**src/rtl/mem_port_arbiter.sv**
```systemverilog
// mem_port_arbiter
// Shares the single-port program/data memory of the accumulator processor
// between instruction fetch (0), control-unit data access (1) and the I/O
// port (2). One access at a time: IDLE -> ACCESS (WAIT_STATES+1 cycles) ->
// RESP (one-cycle ack) -> IDLE.
// Optional feature: define MEM_ARB_RR_EN for round-robin arbitration;
// otherwise fixed priority data(1) > fetch(0) > io(2).

module mem_port_arbiter #(
    parameter int ADDR_W      = 8,
    parameter int DATA_W      = 8,
    parameter int WAIT_STATES = 1
) (
    input  logic                clk,
    input  logic                reset,
    input  logic [2:0]          req,
    input  logic [2:0]          req_we,
    input  logic [3*ADDR_W-1:0] req_addr,
    input  logic [3*DATA_W-1:0] req_wdata,
    output logic [2:0]          ack,
    output logic [2:0]          grant,
    output logic [DATA_W-1:0]   rdata,
    output logic                busy,
    output logic                mem_en,
    output logic                mem_we,
    output logic [ADDR_W-1:0]   mem_addr,
    output logic [DATA_W-1:0]   mem_wdata,
    input  logic [DATA_W-1:0]   mem_rdata
);

    typedef enum logic [1:0] {
        IDLE,
        ACCESS,
        RESP
    } state_t;

    state_t              state;
    logic   [3:0]        wait_cnt;
    logic   [1:0]        win_idx;
    logic   [ADDR_W-1:0] sel_addr;
    logic   [DATA_W-1:0] sel_wdata;
    logic                sel_we;

`ifdef MEM_ARB_RR_EN
    logic [1:0] rr_ptr;
    logic [1:0] cand;
    logic       found;

    // Round-robin pick: search from the requester after the last winner
    always_comb begin
        win_idx = 2'd0;
        found   = 1'b0;
        cand    = (rr_ptr == 2'd2) ? 2'd0 : rr_ptr + 2'd1;
        for (int k = 0; k < 3; k++) begin
            if (!found && req[cand]) begin
                win_idx = cand;
                found   = 1'b1;
            end
            cand = (cand == 2'd2) ? 2'd0 : cand + 2'd1;
        end
    end

    // Remember the last winner so the next search starts just past it
    always_ff @(posedge clk or negedge reset) begin
        if (!reset) begin
            rr_ptr <= 2'd2;
        end else if (state == IDLE && |req) begin
            rr_ptr <= win_idx;
        end
    end
`else
    // Fixed priority pick: data beats fetch, io only when nobody else asks
    always_comb begin
        win_idx = 2'd2;
        if (req[1]) begin
            win_idx = 2'd1;
        end else if (req[0]) begin
            win_idx = 2'd0;
        end
    end
`endif

    // Route the winner's address/data/write-enable; fetch is read-only so its
    // write enable is masked off
    always_comb begin
        sel_addr  = req_addr[ADDR_W-1:0];
        sel_wdata = req_wdata[DATA_W-1:0];
        sel_we    = req_we[0] & 1'b0;
        case (win_idx)
            2'd1: begin
                sel_addr  = req_addr[2*ADDR_W-1:ADDR_W];
                sel_wdata = req_wdata[2*DATA_W-1:DATA_W];
                sel_we    = req_we[1];
            end
            2'd2: begin
                sel_addr  = req_addr[3*ADDR_W-1:2*ADDR_W];
                sel_wdata = req_wdata[3*DATA_W-1:2*DATA_W];
                sel_we    = req_we[2];
            end
            default: ;
        endcase
    end

    // Access sequencer: all memory-side and handshake outputs are registered
    always_ff @(posedge clk or negedge reset) begin
        if (!reset) begin
            state     <= IDLE;
            ack       <= '0;
            grant     <= '0;
            busy      <= 1'b0;
            mem_en    <= 1'b0;
            mem_we    <= 1'b0;
            mem_addr  <= '0;
            mem_wdata <= '0;
            rdata     <= '0;
            wait_cnt  <= '0;
        end else begin
            ack <= '0;
            case (state)
                IDLE: begin
                    if (|req) begin
                        grant     <= 3'b001 << win_idx;
                        mem_en    <= 1'b1;
                        mem_we    <= sel_we;
                        mem_addr  <= sel_addr;
                        mem_wdata <= sel_wdata;
                        busy      <= 1'b1;
                        wait_cnt  <= '0;
                        state     <= ACCESS;
                    end
                end
                ACCESS: begin
                    if (wait_cnt == 4'(WAIT_STATES)) begin
                        if (!mem_we) begin
                            rdata <= mem_rdata;
                        end
                        mem_en    <= 1'b0;
                        mem_we    <= 1'b0;
                        mem_addr  <= '0;
                        mem_wdata <= '0;
                        wait_cnt  <= '0;
                        ack       <= grant;
                        state     <= RESP;
                    end else begin
                        wait_cnt <= wait_cnt + 4'd1;
                    end
                end
                RESP: begin
                    grant <= '0;
                    busy  <= 1'b0;
                    state <= IDLE;
                end
                default: begin
                    state <= IDLE;
                end
            endcase
        end
    end

endmodule

```
**config.mk**
```make
export PLATFORM = sky130hd
export DESIGN_NAME = mem_port_arbiter
export DESIGN_NICKNAME = d
export VERILOG_FILES = /design/src/rtl/mem_port_arbiter.sv
export SDC_FILE = /design/constraint.sdc
export NUM_CORES = 1
export LEC_CHECK = 0
export ABC_AREA = 1
export BUFFER_PORTS_ARGS = -buffer_cell sky130_fd_sc_hd__buf_4
export CORE_ASPECT_RATIO = 2
export CORE_MARGIN = 2
export CORE_UTILIZATION = 40
export DETAILED_ROUTE_END_ITERATION = 7
export PLACE_DENSITY = 0.74
export SLEW_MARGIN = 5
export SYNTH_ARGS = -nofsm -noshare
export SYNTH_HDL_FRONTEND = slang
export SYNTH_SLANG_ARGS = --single-unit
```
**constraint.sdc**
```tcl
create_clock -name clk -period 1.2 [get_ports clk]
set_input_delay 0 -clock clk [delete_from_list [all_inputs] [get_ports clk]]
set_output_delay 0 -clock clk [all_outputs]
set_load 0.01 [all_outputs]
```
==> metrics.yaml <==
hpwl_mm: 4.01
grt_antenna_before_repair: 0
synth_top_family_by_area: "simple AND/OR/NAND/NOR gates"
use_met1: 0.229
leakage_uw: 0.00168
hold-path-endpoint: "mem_wdata[5]$_DFFE_PN0P_"
synth-seq-cells: 39
r2r_end: "rdata[5]$_DFFE_PN0P_"
overflow: 0
hold_class: "input port to flip-flop"
htree_levels: 2
yosysSeqAreaShare: 0.490
slew_viol_final: 0
critPathLaunchType: "flip-flop"
grt_pass1_wl_mm: 9.30
worstHoldStart: "req_wdata[21]"
clk_pin_slew_worst_paths_ns: 0.07
cts_buffer_depth: 2
fin_skew_ns: 0.00413
dr.pass1.iters: 4
busiest_layer: "met2"
slew_headroom: 0.673
std_cell_rows: 36
synth_compound_area_frac: 0.0176
port_buffers: 95
die_w_um: 53.9
grt_setup_unrepaired: "true"
grt_max_degree: 40
place_ws_ns: -0.00915
irDropWorstVdd_mv: 1.60
outcome: "finished with violations"
cts_tree: "built"
drive_gt1_frac: 0.392
synth.area.mux_share: 0
place_area_sq_mm: 0.00285
fin_area_sq_mm: 0.00314
via_per_inst: 4.97
startpoint: "wait_cnt[1]$_DFFE_PN0P_"
fp.dieH_um: 104
syn_avg_cell_area_sq_um: 8.06
io_pins: 97
finalSetupViolCount: 8
critPathCaptureType: "flip-flop"
finalCritPeriodShare: 1.03
synthXorXnorAreaFrac: 0.00440
clock.fmax_mhz: 809
crit_fanout: 8
drc: 0
tightest_slew_ns: 0.491
antenna_left: 0
ys_types: 23
grt_use_total: 0.218
syn_inst: 247
globalplace.congestion: 0.786
wl_mm: 5.56
dieArea_sq_mm: 0.00559
synth_area_sq_mm: 0.00199
core_sq_mm: 0.00482
finalHoldViolations: 0
timing.reg2reg.setup_slack_ns: -0.04
final_nets: 430
yosys.area_share.simple: 0.408
worst_slack_ns: -0.0354
diodes: 0
cts_buffers: 5
post_drt_wl_per_cell_um: 13.2
finalCriticalPeriod_ns: 1.24
ff2ff_path_depth: 7
clock-sinks: 39
powerDensity_mw_per_mm2: 2240
whs_path_depth: 5
crit_type: "flip-flop to flip-flop"
cap_violations: 0
syn_to_final_growth_pct: 57.4
clock_latency_ns: 0.28
yosys_warnings: 0
vias: 2096
gr-usage-met2: 0.395
syn_nets: 313
crit_required_ns: 1.37
grt_use_met3: 0.0360
violations: "setup timing"
synthAdderAreaFrac: 0.0126
worstPathArrival_ns: 1.41
grt_pass1_vias: 2172
drtIter0Drc: 45
r2r_start: "wait_cnt[1]$_DFFE_PN0P_"
clock-root-buffer: "clkbuf_8"
start_util: 0.413
==> metal layers <==
| metal | vias up | share of wire |
|---|---|---|
| met5 | - | 0 |
| met4 | 0 | 0.0074 |
| met3 | 2 | 0.044 |
| met2 | 66 | 0.59 |
| met1 | 990 | 0.36 |
| li1 | 1038 | - |
==> power breakdown <==
| group | leakage (uW) | switching, uW | total, uW | internal, uW |
|---|---|---|---|---|
| logic | 0.00113 | 1880 | 3630 | 1760 |
| registers | 0.000492 | 401 | 2280 | 1880 |
| clock network | 0.0000612 | 438 | 1110 | 672 |
==> metrics by stage <==
stage | setup TNS, ns | cells | total power, uW | util | hold slack (ns)
after floorplan | -0.0746 | 247 | 4030 | - | -0.296
after global placement | 0 | 402 | 5570 | 0.592 | -0.00756
after detailed placement | -0.0120 | 402 | 5670 | 0.592 | 0.000667
after CTS | 0 | 421 | 6880 | 0.640 | 0.00352
after global routing | -0.723 | 422 | 7540 | 0.651 | 0.0230
final | -0.211 | 422 | 7030 | 0.651 | 0.0133
==> synthesized netlist by cell type (all sizes together) <==
library cell	count	share of area
xnor2	1	0.0044
nand4	1	0.0031
dfrtp	39	0.49
a21oi	1	0.0025
nor2	8	0.035
buf	10	0.042
clkinv	1	0.0019
nand2	101	0.20
o21ai	6	0.015
inv	10	0.021
nand3	66	0.17
ha	2	0.013
clkbuf	1	0.0019
==> worst max-delay path by stage <==
stage	end	slack, ns	cells after the start
final	rdata[5]$_DFFE_PN0P_	-0.04	7
after global routing	rdata[1]$_DFFE_PN0P_	-0.08	7
after CTS	rdata[1]$_DFFE_PN0P_	0.0006	7
after detailed placement	mem_wdata[2]$_DFFE_PN0P_	-0.009	5
after global placement	mem_wdata[6]$_DFFE_PN0P_	0.01	5
after floorplan	rdata[0]$_DFFE_PN0P_	-0.009	7
==> worst max-delay path, cell delays in order (launching register included) <==
cell,delay [ns]
dfrtp_1,0.40
inv_2,0.07
ha_4,0.14
nand2_4,0.06
nor2_4,0.18
nand2_4,0.12
nand2_2,0.08
nand2_1,0.05
==> state kept, by name, summed over array words and instances, names as in the netlist <==
signal and count:
mem_en 1, wait_cnt 4, mem_addr 8, rdata 8
mem_wdata 8, mem_we 1, grant 3, state 2
ack 3, busy 1
==> cell usage in the layout, fill, tap and decap left out <==
cell,instances
inv_6,1
o21ai_0,3
nor2_1,3
nand2_2,6
nand3_1,65
ha_1,1
clkinv_2,1
nand2_4,3
buf_6,1
clkbuf_8,6
buf_4,106
o21ai_1,3
nand3_2,1
nand2_8,1
nand4_1,1
inv_1,5
inv_2,3
nor2_4,4
nand2_1,91
inv_4,1
a21oi_1,1
nor2_8,1
dlygate4sd3_1,10
clkinv_1,1
xnor2_1,1
buf_12,4
dfrtp_1,37
bufinv_16,1
dfrtp_2,2
ha_4,1
==> cells by family after synthesis <==
logic type,Yosys count
DFF,39
adders and majority gates,2
AOI/OAI and AO/OA,7
xor gates and xnor gates,1
buffers and inverters,22
and+or+nand+nor,176
==> area by class of cell <==
class,instances,area [sq um]
flip-flops and latches,39,978
clock buffers,6,82.6
multi-input cells,186,932
fillers,415,1680
clock inverters,2,35.0
inverters,11,48.8
well taps,57,71.3
repair buffers,121,987
==> repair_timing <==
item	4_1_cts	5_1_grt
pin swaps	1	4
endpoints found under the setup margin	18	32
hold endpoints to repair	48	0
gates resized for setup	3	13
buffers inserted	1	1
hold buffers	10	0
gates cloned	0	0
Power figures use the tool's default switching activity.
